$ cat src/rtl/sd4_weight_encoder.sv
// Converts raw two's-complement weight words into packed radix-4 Booth (SD4) words for the PE.
// Optional SD4_ZERO_SKIP_EN: all-zero words are dropped instead of issued and counted in skip_cnt.
module sd4_weight_encoder #(
    parameter int LANES  = 4,
    parameter int WBITS  = 6,
    parameter int SKIP_W = 8
) (
    input  logic                           clk,
    input  logic                           rst,
    input  logic                           w_valid,
    output logic                           w_ready,
    input  logic [LANES*WBITS-1:0]         w_data,
    input  logic [4:0]                     w_exp_bias,
    input  logic                           pe_busy,
    output logic                           en,
    output logic [LANES*(WBITS/2)*3-1:0]   weight_out,
    output logic [4:0]                     exp_bias_out,
    output logic [SKIP_W-1:0]              skip_cnt
);

    localparam int ND = WBITS / 2;
    localparam int LW = ND * 3;
    localparam int CW = (LANES > 1) ? $clog2(LANES) : 1;

    typedef enum logic [1:0] {
        IDLE,
        ENC,
        ISSUE
    } state_t;

    state_t                   state;
    state_t                   next_state;
    logic [LANES*WBITS-1:0]   raw_word;
    logic [4:0]               bias_q;
    logic [LANES*LW-1:0]      staging;
    logic [CW-1:0]            cnt;
    logic [WBITS-1:0]         lane_raw;
    logic [LW-1:0]            lane_digits;
    logic                     accept;
    logic                     do_issue;
    logic                     do_skip;

    // Each digit looks at bits {x[2j+1], x[2j], x[2j-1]}; a zero appended below bit 0 supplies x[-1].
    function automatic logic [LW-1:0] encode_lane(input logic [WBITS-1:0] x);
        logic [WBITS:0]  xe;
        logic [2:0]      bits;
        logic [2:0]      dg;
        logic [LW-1:0]   r;
        xe = {x, 1'b0};
        r  = '0;
        for (int j = 0; j < ND; j++) begin
            bits = xe[2*j +: 3];
            case (bits)
                3'b001, 3'b010: dg = 3'b001;
                3'b011:         dg = 3'b010;
                3'b100:         dg = 3'b110;
                3'b101, 3'b110: dg = 3'b101;
                default:        dg = 3'b000;
            endcase
            r[3*j +: 3] = dg;
        end
        return r;
    endfunction

    always_comb begin
        lane_raw = '0;
        for (int i = 0; i < LANES; i++) begin
            if (cnt == CW'(i)) lane_raw = raw_word[i*WBITS +: WBITS];
        end
    end

    assign lane_digits = encode_lane(lane_raw);

    always_comb begin
        next_state = state;
        w_ready    = 1'b0;
        accept     = 1'b0;
        do_issue   = 1'b0;
        do_skip    = 1'b0;
        case (state)
            IDLE: begin
                w_ready = 1'b1;
                if (w_valid) begin
                    accept     = 1'b1;
                    next_state = ENC;
                end
            end
            ENC: begin
                if (cnt == CW'(LANES - 1)) next_state = ISSUE;
            end
            ISSUE: begin
`ifdef SD4_ZERO_SKIP_EN
                if (staging == '0) begin
                    do_skip    = 1'b1;
                    next_state = IDLE;
                end else if (!pe_busy) begin
                    do_issue   = 1'b1;
                    next_state = IDLE;
                end
`else
                if (!pe_busy) begin
                    do_issue   = 1'b1;
                    next_state = IDLE;
                end
`endif
            end
            default: next_state = IDLE;
        endcase
    end

    always_ff @(posedge clk) begin
        if (!rst) state <= IDLE;
        else      state <= next_state;
    end

    // en is registered so it is a clean single-cycle pulse alongside the new weight_out.
    always_ff @(posedge clk) begin
        if (!rst) begin
            raw_word     <= '0;
            bias_q       <= '0;
            staging      <= '0;
            cnt          <= '0;
            en           <= 1'b0;
            weight_out   <= '0;
            exp_bias_out <= '0;
        end else begin
            en <= do_issue;
            if (accept) begin
                raw_word <= w_data;
                bias_q   <= w_exp_bias;
                cnt      <= '0;
            end
            if (state == ENC) begin
                for (int i = 0; i < LANES; i++) begin
                    if (cnt == CW'(i)) staging[i*LW +: LW] <= lane_digits;
                end
                cnt <= cnt + 1'b1;
            end
            if (do_issue) begin
                weight_out   <= staging;
                exp_bias_out <= bias_q;
            end
        end
    end

`ifdef SD4_ZERO_SKIP_EN
    always_ff @(posedge clk) begin
        if (!rst)                            skip_cnt <= '0;
        else if (do_skip && skip_cnt != '1)  skip_cnt <= skip_cnt + 1'b1;
    end
`else
    assign skip_cnt = '0;
    logic unused_skip;
    assign unused_skip = do_skip;
`endif

endmodule
$ cat config.mk
export PLATFORM = sky130hd
export DESIGN_NAME = sd4_weight_encoder
export DESIGN_NICKNAME = d
export VERILOG_FILES = /design/src/rtl/sd4_weight_encoder.sv
export SDC_FILE = /design/constraint.sdc
export NUM_CORES = 1
export LEC_CHECK = 0
export CORE_ASPECT_RATIO = 1.25
export CORE_MARGIN = 10
export CORE_UTILIZATION = 40
export CTS_BUF_LIST = sky130_fd_sc_hd__clkbuf_16
export DETAILED_ROUTE_END_ITERATION = 7
export PLACE_DENSITY = 0.66
export SKIP_CTS_REPAIR_TIMING = 1
export SYNTH_ARGS = -nofsm -noshare
export SYNTH_HDL_FRONTEND = slang
export SYNTH_SLANG_ARGS = --single-unit
$ cat constraint.sdc
create_clock -name clk -period 3.35 [get_ports clk]
set_input_delay 0.5025 -clock clk [delete_from_list [all_inputs] [get_ports clk]]
set_output_delay 0.5025 -clock clk [all_outputs]
set_load 0.005 [all_outputs]
-- Word level (Yosys, flattened, before mapping)
Cells that the tools add are included.
- flip-flop bits (word level): 111
- word-level logic and storage cells: 65
- output and inout port bits: 51
- equal/unequal tests: 23
- add/sub/neg operators: 1
- multiplexer cells: 18
- reductions and logical operators: 12
- operators with widths (cell ; count):
    6-bit two-way mux ; 4
    3-bit case mux with 4 select lines ; 2
    3-bit == test (second input constant) ; 6
    3-bit by 2-bit == test with 1-bit output (second input constant) ; 4
    2-bit == test (second input constant) ; 5
    2-bit two-way mux ; 5
    3-bit case mux with 3 select lines ; 1
    2-bit AND reduction ; 4
    2-bit OR reduction ; 4
    2-bit by 1-bit == test with 1-bit output (second input constant) ; 3
    3-bit by 1-bit == test with 1-bit output (second input constant) ; 2
    2-bit != test (second input constant) ; 3
    2-bit case mux with 3 select lines ; 1
    1-bit two-way mux ; 5
    2-bit logical NOT ; 2
    3-bit AND reduction ; 1
    2-bit by 1-bit adder with 2-bit output (second input constant) ; 1
    2-bit nonzero test ; 1

-- Longest topological paths before layout
Gate-level depths: netlist (run 1).
- depth after elaboration: 8
- depth in mapped cells: 11
- depth with buffers taken out: 10

-- Worst setup path before layout (run 1)
No wires, ideal clock.
- path kind: register to register
- from: reg cnt[1]
- to: reg staging[17]
- slack: 1.039 ns
- data required time: 3.235 ns
- stages on the path, launching flop included: 11
- arrival time: 2.196 ns
- path through: dfxtp_1 > inv_1 > ha_1 > buf_4 > nand3b_4 > a221oi_4 > inv_2 > ha_1 > nor3_1 > o41ai_1 > and2_1
- cells in the longest elaborated chain, start to end: 8
- elaborated cells on any way between the ends: 18
- those cells by class: eq/ne: 9; mux: 5; reduce/logical: 4
- RTL lines (element ; RTL line ; text):
    start, declared ; 36 ; logic [CW-1:0] cnt;
    start signal, assigned ; 137 ; cnt <= cnt + 1'b1;
    2-bit logical NOT ; 68 ; if (cnt == CW'(i)) lane_raw = raw_word[i*WBITS +: WBITS];
    6-bit two-way mux (4 in series) ; 68 ;
    3-bit == test (tied with other cells) ; 53 ; case (bits)
    2-bit OR reduction ; 53 ;
    3-bit case mux with 4 select lines ; 53 ;
    end signal, assigned by index ; 135 ; if (cnt == CW'(i)) staging[i*LW +: LW] <= lane_digits;
    end, declared ; 35 ; logic [LANES*LW-1:0] staging;
Parallel ways exist; a longest one is shown, timed or not.
A chain may end at the register's enable or synchronous reset.

-- Worst setup path in the final report (run 1)
- from: reg cnt[0]
- to: reg staging[35]
Same word-level chain as after synthesis.

==> flow_metrics.py, run 1 <==
metrics = {
    "sta": {
        "setup-violations-final": 0,
        "fin_skew_ps": 6.99,
        "rsz0062_at_grt": "false",
        "setup_tns_ps": 0,
        "hold_viol_final": 0,
        "maxSlewHeadroom_pct": 35.5,
        "setup_ws_ps": 610,
        "report.final.slew_viol_count": 0,
        "tightest_slew_ps": 968,
        "fin_crit_sh_pct": 81.8,
        "fin_crit_ps": 2740,
        "fmax_mhz": 365,
    },
    "finish": {
        "final_cell_mix": "nand2_1 (183), dfxtp_1 (111), a21boi_0 (82)",
        "layout_commonest_cell": "nand2_1",
        "drive_above_1_share_pct": 5.66,
        "syn_to_final_growth_pct": 23.4,
        "seqCellArea_um2": 2220,
        "multi_input_comb_area_um2": 2260,
        "n_antenna_cell": 0,
        "fin_nets": 637,
        "fill_cells": 1132,
    },
    "yosys": {
        "synthFlopType": "dfxtp_1",
        "synth.distinct_cells": 46,
        "ys_ff_latch": 111,
        "synth_area_um2": 4720,
        "synthCells": 545,
        "ys_seq_area_share_pct": 47.0,
        "yosys_warnings": 0,
        "synth.top_cell.area_share_pct": 47.0,
        "yosysTopAreaCell": "dfxtp_1",
        "synth_edf_count": 0,
        "syn_avg_cell_area_um2": 8.67,
        "synth.area.top_cells": "dfxtp_1 (47%), nand2_1 (15%), a21boi_0 (13%), ha_1 (2.1%), and2_1 (1.7%)",
        "async_reset_ff_share_pct": 0,
    },
    "run": {
        "max_cap_viol_count": 0,
    },
    "floorplanning": {
        "initial_core_util_pct": 40.7,
        "rows": 44,
        "fp.dieW_um": 117,
        "pin_count": 84,
        "dieHeight_um": 141,
        "core-area_um2": 11600,
        "die_area_um2": 16600,
    },
    "clock_network": {
        "clk-insertion-delay-late_ps": 350,
        "cts_tree": "built",
        "cts_root_buffer": "clkbuf_16",
        "clock_sinks": 111,
        "h-tree-depth": 3,
        "numCtsBuffers": 9,
        "path_clk_slew_ps": 70,
        "cts_buffer_depth": 2,
    },
    "power": {
        "vdd_ir_drop_max_v": 0.000245,
        "p_leak_nw": 1.99,
        "power_density_nw_per_um2": 484,
    },
    "detailed_routing": {
        "top_layer": "met4",
        "first_iter_violations": 196,
        "via_count": 3756,
        "wl_per_cell_um": 14.2,
        "met2_length_um": 5010,
        "detail-route-antenna-nets": 0,
        "dr.pass1.iters": 4,
        "dr_wl_met3_um": 625,
        "viasPerCell": 4.93,
        "drt-met1-wl_um": 4940,
        "drc_errors": 0,
        "routed_wirelength_um": 10900,
    },
    "global_routing": {
        "grt_start_max_net_pins": 52,
        "grt_overflow": 0,
        "grt_pass1_vias": 3703,
        "grt_pass1_wl_um": 18000,
        "antenna_found_initial": 0,
        "track_usage_pct": 13.4,
    },
    "status": {
        "status": "completed",
    },
    "place": {
        "dpl.hpwl_um": 7830,
        "dp_slack_ps": 635,
        "port_buffers": 75,
        "place.gp.congestion": 0.853,
    },
    "critical_path": {
        "worst_setup_path_end_kind": "flop",
        "path_class": "reg2reg",
        "startpoint_type": "flop",
        "worstPathRequired_ps": 3600,
        "arrival_ps": 2990,
        "cp_max_fo": 16,
    },
    "worst_hold_path": {
        "min_path_type": "reg2reg",
    },
}
-- flip-flops by register name, indices dropped and copies added, names as in the netlist --
register	cells
staging	36
weight_out	36
raw_word	24
bias_q	5
exp_bias_out	5
cnt	2
state	2
en	1
-- power by group --
part	switching, mW	total [mW]	internal (mW)	leakage, nW
logic	0.127	0.226	0.0985	0.927
registers	0.0223	1.37	1.35	0.900
clock network	0.489	1.22	0.734	0.168
total	0.639	2.82	2.18	1.99
-- metrics by stage --
stage	hold slack [ps]	util [%]	power (mW)	cells	area (µm²)
4_1_cts	458	50.2	2.84	762	5830
3_5_place_dp	448	47.2	1.63	746	5480
5_1_grt	487	50.2	2.92	762	5830
2_1_floorplan	428	-	1.56	552	4750
3_3_place_gp	447	47.2	1.62	746	5480
6_report	455	50.2	2.82	762	5830
-- synthesized netlist by cell type (5+ instances only) --
library cell	count
a21boi_1	7
buf_4	10
a211oi_1	5
nand2_1	183
ha_1	8
a21boi_0	82
o21ai_0	12
clkbuf_1	18
o211ai_1	9
dfxtp_1	111
nand3b_1	6
buf_2	15
and2_1	13
-- logic make-up (layout without fill, tap and decap cells) --
family | count (synthesis) | after routing | share of synthesized area, %
and+or+nand+nor | 221 | 221 | 20.1
AOI/OAI and AO/OA | 150 | 150 | 24.4
DFF | 111 | 111 | 47.0
buffers and inverters | 52 | 101 | 5.64
adders and majority gates | 8 | 8 | 2.12
other | 1 | 8 | 0.0794
xor gates and xnor gates | 1 | 1 | 0.344
muxes | 1 | 1 | 0.212
-- final cells by class --
type / count / area share, %
clock buffer: 9 / 3.86
clock inverter: 7 / 2.06
inverter: 6 / 0.386
multi-input combinational: 389 / 38.8
sequential: 111 / 38.1
tap: 161 / 3.46
timing repair buffer: 79 / 13.3
-- layer usage --
| layer | vias up | global-route usage, % |
|---|---|---|
| met2 | 84 | 21.5 |
| met1 | 1725 | 16.3 |
| li1 | 1928 | - |
| met3 | 19 | 3.04 |
| met5 | - | 0 |
| met4 | 0 | 6.78 |
-- worst paths after layout --
kind | from | endpoint | slack (ps) | cells after the start
max | cnt[0]$_SDFFE_PN0P_ | staging[35]$_SDFFE_PN0P_ | 610 | 8
min | weight_out[7]$_SDFFE_PN0P_ | weight_out[7]$_SDFFE_PN0P_ | 460 | 2
max reg2reg | cnt[0]$_SDFFE_PN0P_ | staging[35]$_SDFFE_PN0P_ | 610 | 8
min reg2reg | weight_out[7]$_SDFFE_PN0P_ | weight_out[7]$_SDFFE_PN0P_ | 460 | 2
-- critical path: stages, from the launching register on --
cell      delay, ps
dfxtp_1         380
ha_1            560
a211oi_2        100
a221oi_4        450
inv_2           170
ha_1            240
nor3_1          450
o41ai_1         120
and2_1          160
No activity file was read; power rests on OpenSTA's default activity.
==> run 2, diff against run 1 <==
==> constraint.sdc (replaced) <==
create_clock -name clk -period 2.79 [get_ports clk]
set_input_delay 0.4185 -clock clk [delete_from_list [all_inputs] [get_ports clk]]
set_output_delay 0.4185 -clock clk [all_outputs]
set_load 0.005 [all_outputs]
==> run 2 against run 1 <==
Net effect:
- critical path depth is 1 higher
- clock skew is 0.51 ps lower
- count of clock-buffer cells in the layout stayed put
- sequential power is 20% higher
- sequential cell count stayed put
- utilization is 0.37 points lower
- die area stayed put
- non-clock buffer count is 4 higher
- hold slack worse by 1.8 ps
- final area is 0.73% lower
- first-iteration DRC count is 7.1% higher
- register-to-register slack worse by 330 ps
- critical path type unchanged
- largest power group unchanged
- highest routed layer unchanged
==> flow_metrics.py, run 2 (synthesis results as in run 1) <==
metrics = {
    "power": {
        "p_clk_share_pct": 37.4,
        "p_int_mw": 2.34,
        "p_leak_nw": 1.97,
        "netSwitchingFraction_pct": 23.9,
        "combPwrFrac_pct": 9.0,
        "power_density_nw_per_um2": 532,
        "power_switching_mw": 0.736,
        "seqPwrFrac_pct": 53.6,
        "vdd_ir_drop_max_v": 0.000384,
    },
    "critical_path": {
        "ff2ff_path_depth": 9,
        "worst_setup_path_end_kind": "flop",
        "r2r-end": "staging[26]$_SDFFE_PN0P_",
        "r2r-start": "cnt[0]$_SDFFE_PN0P_",
        "crit_start": "cnt[0]$_SDFFE_PN0P_",
        "startpoint_type": "flop",
        "path_class": "reg2reg",
        "cp-endpoint": "staging[26]$_SDFFE_PN0P_",
        "worstPathRequired_ps": 3030,
        "arrival_ps": 2750,
        "cp_max_fo": 12,
        "r2r_slack_ps": 280,
    },
    "floorplanning": {
        "dieHeight_um": 141,
        "initial_core_util_pct": 40.7,
        "die_area_um2": 16600,
        "pin_count": 84,
        "fp.dieW_um": 117,
        "core-area_um2": 11600,
        "rows": 44,
    },
    "place": {
        "place.gp.congestion": 0.845,
        "dpl.hpwl_um": 8220,
        "port_buffers": 75,
    },
    "finish": {
        "layout_commonest_cell": "nand2_1",
        "utilization_pct": 49.8,
        "drive_above_1_share_pct": 6.45,
        "fin_nets": 641,
        "reg.largest.list": "staging x36, weight_out x36, raw_word x24",
        "fill_cells": 1145,
        "final_cell_mix": "nand2_1 (183), dfxtp_1 (111), a21boi_0 (82)",
        "multi_input_comb_area_um2": 2270,
        "syn_to_final_growth_pct": 22.5,
        "n_antenna_cell": 0,
        "seqCellArea_um2": 2220,
    },
    "clock_network": {
        "h-tree-depth": 3,
        "numCtsBuffers": 9,
        "path_clk_slew_ps": 70,
        "clock_sinks": 111,
        "cts_tree": "built",
        "cts_buffer_depth": 2,
        "cts_root_buffer": "clkbuf_16",
        "clk-insertion-delay-late_ps": 340,
    },
    "detailed_routing": {
        "via_count": 3783,
        "viasPerCell": 4.94,
        "detail-route-antenna-nets": 0,
        "wl_per_cell_um": 14.4,
        "dr.pass1.iters": 4,
        "drc_errors": 0,
        "first_iter_violations": 210,
        "routed_wirelength_um": 11000,
    },
    "sta": {
        "setup-violations-final": 0,
        "report.final.slew_viol_count": 0,
        "whs_ps": 454,
        "maxSlewHeadroom_pct": 40.6,
        "hold_viol_final": 0,
        "fin_crit_sh_pct": 90.0,
        "fmax_mhz": 398,
        "tightest_slew_ps": 888,
        "fin_crit_ps": 2510,
        "setup_tns_ps": 0,
        "rsz0062_at_grt": "false",
        "fin_skew_ps": 6.48,
    },
    "global_routing": {
        "grt_pass1_wl_um": 18200,
        "track_usage_pct": 13.5,
        "grt_overflow": 0,
        "grt_pass1_vias": 3712,
        "grt_start_max_net_pins": 47,
        "antenna_found_initial": 0,
    },
    "worst_hold_path": {
        "min_path_type": "reg2reg",
    },
    "run": {
        "max_cap_viol_count": 0,
    },
    "status": {
        "status": "completed",
    },
}
-- run 2: changes by cell type in the layout (fill, tap and decap cells not counted) --
cell | before | now
buf_4 | 4 | 8
bufinv_16 | 3 | 0
clkinvlp_4 | 0 | 3
clkinv_2 | 0 | 2
clkinv_4 | 2 | 0
clkinv_1 | 1 | 2
ha_1 | 8 | 7
ha_2 | 0 | 1
inv_6 | 1 | 0
nor3_1 | 1 | 0
nor3_2 | 0 | 1
-- run 2: routing by layer --
metal  GRT usage [%]  vias up  wire [µm]
li1                -     1922          -
met1            16.7     1762       4980
met2            22.0       89       5230
met3            3.63       10        649
met4            4.56        0        158
met5               0        -          0
-- run 2: metrics by stage --
stage	instance area (µm²)	total power, mW	setup WS [ps]	instances
floorplan	4750	1.87	479	552
global placement	5510	1.95	301	750
detailed placement	5510	1.96	124	750
CTS	5780	3.12	128	766
global route	5790	3.22	96.4	766
finish	5790	3.08	279	766
-- run 2: power groups by stage --
stage | Clock (mW) | Sequential (mW) | Combinational (mW)
finish | 1.15 | 1.65 | 0.278
global route | 1.26 | 1.65 | 0.308
CTS | 1.19 | 1.65 | 0.276
detailed placement | 0 | 1.69 | 0.275
global placement | 0 | 1.69 | 0.267
floorplan | 0 | 1.67 | 0.194
-- run 2: worst min path at each step --
| stage | start | depth (start not counted) | end |
|---|---|---|---|
| CTS | staging[12]$_SDFFE_PN0P_ | 2 | weight_out[12]$_SDFFE_PN0P_ |
| detailed placement | staging[12]$_SDFFE_PN0P_ | 2 | weight_out[12]$_SDFFE_PN0P_ |
| floorplan | staging[12]$_SDFFE_PN0P_ | 2 | weight_out[12]$_SDFFE_PN0P_ |
| finish | weight_out[7]$_SDFFE_PN0P_ | 2 | weight_out[7]$_SDFFE_PN0P_ |
| global placement | weight_out[12]$_SDFFE_PN0P_ | 2 | weight_out[12]$_SDFFE_PN0P_ |
| global route | weight_out[12]$_SDFFE_PN0P_ | 2 | weight_out[12]$_SDFFE_PN0P_ |
-- run 2: critical path: stages, from the launching register on --
cell      delay [ps]
dfxtp_1          380
inv_1            100
ha_1             330
nor3b_1          220
a221oi_4         390
inv_2            170
ha_1             250
nor3_2           290
o41ai_1          110
and2_1           170
-- run 2: cell type report --
class,instances,share of cell area (%)
Sequential cell,111,38.4
Clock inverter,7,0.692
Clock buffer,9,3.89
Inverter,6,0.389
Tap cell,161,3.48
Multi-Input combinational cell,389,39.2
Timing Repair Buffer,83,13.9
==> run 3, diff against run 2 <==
--- a/config.mk
+++ b/config.mk
@@ -5,12 +5,14 @@
 export SDC_FILE = /design/constraint.sdc
 export NUM_CORES = 1
 export LEC_CHECK = 0
+export CELL_PAD_IN_SITES_DETAIL_PLACEMENT = 0
+export CELL_PAD_IN_SITES_GLOBAL_PLACEMENT = 1
 export CORE_ASPECT_RATIO = 1.25
 export CORE_MARGIN = 10
-export CORE_UTILIZATION = 40
+export CORE_UTILIZATION = 39
 export CTS_BUF_LIST = sky130_fd_sc_hd__clkbuf_16
 export DETAILED_ROUTE_END_ITERATION = 7
-export PLACE_DENSITY = 0.66
+export PLACE_DENSITY = 0.82
 export SKIP_CTS_REPAIR_TIMING = 1
 export SYNTH_ARGS = -nofsm -noshare
 export SYNTH_HDL_FRONTEND = slang
==> run 3 against run 2 <==
Net effect:
- sequential cell count unchanged
- routed wire length rose by 0.86%
- sequential power about the same
- sequential share of layout area is 0.53 points lower
- clock power is 22% higher
- register-to-register slack improved by 140 ps
- critical endpoint is now staging[17]$_SDFFE_PN0P_
==> flow_metrics.py, run 3 (synthesis results as in run 1) <==
metrics = {
    "critical_path": {
        "crit_path_frequent_cell": "ha_1",
        "critPathMaxStageDelay_ps": 380,
        "r2r_slack_ps": 420,
        "arrival_ps": 2600,
        "worst_setup_path_end_kind": "flop",
        "path_cells": "inv_1 -> ha_1 -> nor3b_1 -> a221oi_4 -> inv_2 -> ha_1 -> nor3_2 -> o41ai_1 -> and2_1",
        "r2r-start": "cnt[0]$_SDFFE_PN0P_",
        "ff2ff_path_depth": 9,
        "startpoint_type": "flop",
        "cp_max_fo": 12,
        "cp_slowest_cell": "dfxtp_1",
        "path_class": "reg2reg",
        "worstPathRequired_ps": 3020,
        "r2r-end": "staging[17]$_SDFFE_PN0P_",
    },
    "detailed_routing": {
        "dr.pass1.iters": 4,
        "detail-route-antenna-nets": 0,
        "routed_wirelength_um": 11100,
        "via_count": 3727,
        "viasPerCell": 4.87,
        "drc_errors": 0,
        "wl_per_cell_um": 14.5,
        "first_iter_violations": 203,
    },
    "clock_network": {
        "h-tree-depth": 3,
        "cts_tree": "built",
        "numCtsBuffers": 9,
        "cts_root_buffer": "clkbuf_16",
        "path_clk_slew_ps": 60,
        "clock_sinks": 111,
        "clk-insertion-delay-late_ps": 340,
        "cts_buffer_depth": 2,
    },
    "sta": {
        "setup_tns_ps": 0,
        "maxSlewHeadroom_pct": 38.6,
        "fin_skew_ps": 6.59,
        "fin_crit_ps": 2370,
        "setup_ws_ps": 417,
        "fin_crit_sh_pct": 85.1,
        "rsz0062_at_grt": "false",
        "hold_viol_final": 0,
        "tightest_slew_ps": 919,
        "fmax_mhz": 421,
        "report.final.slew_viol_count": 0,
        "setup-violations-final": 0,
    },
    "finish": {
        "fill_cells": 1131,
        "syn_to_final_growth_pct": 24.2,
        "n_antenna_cell": 0,
        "reg.largest.list": "staging x36, weight_out x36, raw_word x24",
        "fin_nets": 642,
        "layout_commonest_cell": "nand2_1",
        "multi_input_comb_area_um2": 2270,
        "seqCellArea_um2": 2220,
        "final_cell_mix": "nand2_1 (183), dfxtp_1 (111), a21boi_0 (82)",
        "drive_above_1_share_pct": 6.28,
    },
    "floorplanning": {
        "dieHeight_um": 143,
        "pin_count": 84,
        "initial_core_util_pct": 40.3,
        "die_area_um2": 16900,
        "fp.dieW_um": 118,
        "rows": 44,
        "core-area_um2": 11700,
    },
    "global_routing": {
        "grt_start_max_net_pins": 43,
        "track_usage_pct": 13.3,
        "grt_pass1_vias": 3861,
        "grt_overflow": 0,
        "grt_pass1_wl_um": 18800,
        "antenna_found_initial": 0,
    },
    "power": {
        "vdd_ir_drop_max_v": 0.000324,
        "p_leak_nw": 2.02,
        "power_density_nw_per_um2": 567,
    },
    "status": {
        "status": "completed",
    },
    "place": {
        "place.gp.congestion": 0.839,
        "port_buffers": 75,
        "dp_slack_ps": 113,
        "dpl.hpwl_um": 8240,
    },
    "worst_hold_path": {
        "hold-path-cell-count": 2,
        "holdCritStartpoint": "weight_out[12]$_SDFFE_PN0P_",
        "min_path_type": "reg2reg",
        "min_to": "weight_out[12]$_SDFFE_PN0P_",
    },
    "run": {
        "max_cap_viol_count": 0,
    },
}
==> run 3: cell count changes in the layout (fill, tap and decap cells not counted), sizes merged <==
cell	before	now
clkinvlp	3	0
bufinv	0	3
buf	9	10
inv	6	7
clkinv	4	2
==> run 3: cell type report <==
class / instances / area share, %
repair buffers: 84 / 14.1
well taps: 161 / 3.43
inverters: 6 / 0.384
clock inverters: 6 / 1.73
multi-input cells: 389 / 38.7
flip-flops and latches: 111 / 37.9
clock buffers: 9 / 3.84
==> run 3: worst max-delay path by stage <==
stage	from	end	cells after the start
after floorplan	cnt[1]$_SDFFE_PN0P_	staging[17]$_SDFFE_PN0P_	10
after global placement	cnt[1]$_SDFFE_PN0P_	staging[35]$_SDFFE_PN0P_	9
after detailed placement	cnt[1]$_SDFFE_PN0P_	staging[17]$_SDFFE_PN0P_	9
after CTS	cnt[1]$_SDFFE_PN0P_	staging[17]$_SDFFE_PN0P_	9
after global routing	cnt[0]$_SDFFE_PN0P_	staging[17]$_SDFFE_PN0P_	9
final	cnt[0]$_SDFFE_PN0P_	staging[17]$_SDFFE_PN0P_	9
==> run 3: worst max-delay path: cells and delay by family (launching register included) <==
kind / cells / cell delay, ps
adder cells (fa/ha/maj): 2 / 560
AND/OR/NAND/NOR: 3 / 680
buffers and inverters: 2 / 250
flip-flops: 1 / 380
AO/OA/AOI/OAI: 2 / 390
==> run 3: per-layer routing <==
metal | share of wire [%] | GRT usage [%] | up-vias
li1 | - | - | 1925
met1 | 44 | 15.0 | 1725
met2 | 50 | 23.5 | 71
met3 | 5.2 | 3.91 | 6
met4 | 0.94 | 4.57 | 0
met5 | 0 | 0 | -
==> run 3: metrics by stage <==
stage | instance area, µm² | utilization (%) | power (mW) | std cells | hold WS [ps]
2_1_floorplan | 4750 | - | 1.87 | 552 | 428
3_3_place_gp | 5530 | 47.1 | 1.95 | 750 | 447
3_5_place_dp | 5530 | 47.1 | 1.96 | 750 | 453
4_1_cts | 5850 | 49.9 | 3.37 | 765 | 462
5_1_grt | 5870 | 50.0 | 3.46 | 766 | 477
6_report | 5870 | 50.0 | 3.33 | 766 | 456
==> run 3: power breakdown <==
group | internal, mW | switching, mW | leakage (nW)
Clock | 0.863 | 0.536 | 0.162
Combinational | 0.125 | 0.154 | 0.959
Sequential | 1.62 | 0.0278 | 0.900
Total | 2.61 | 0.718 | 2.02
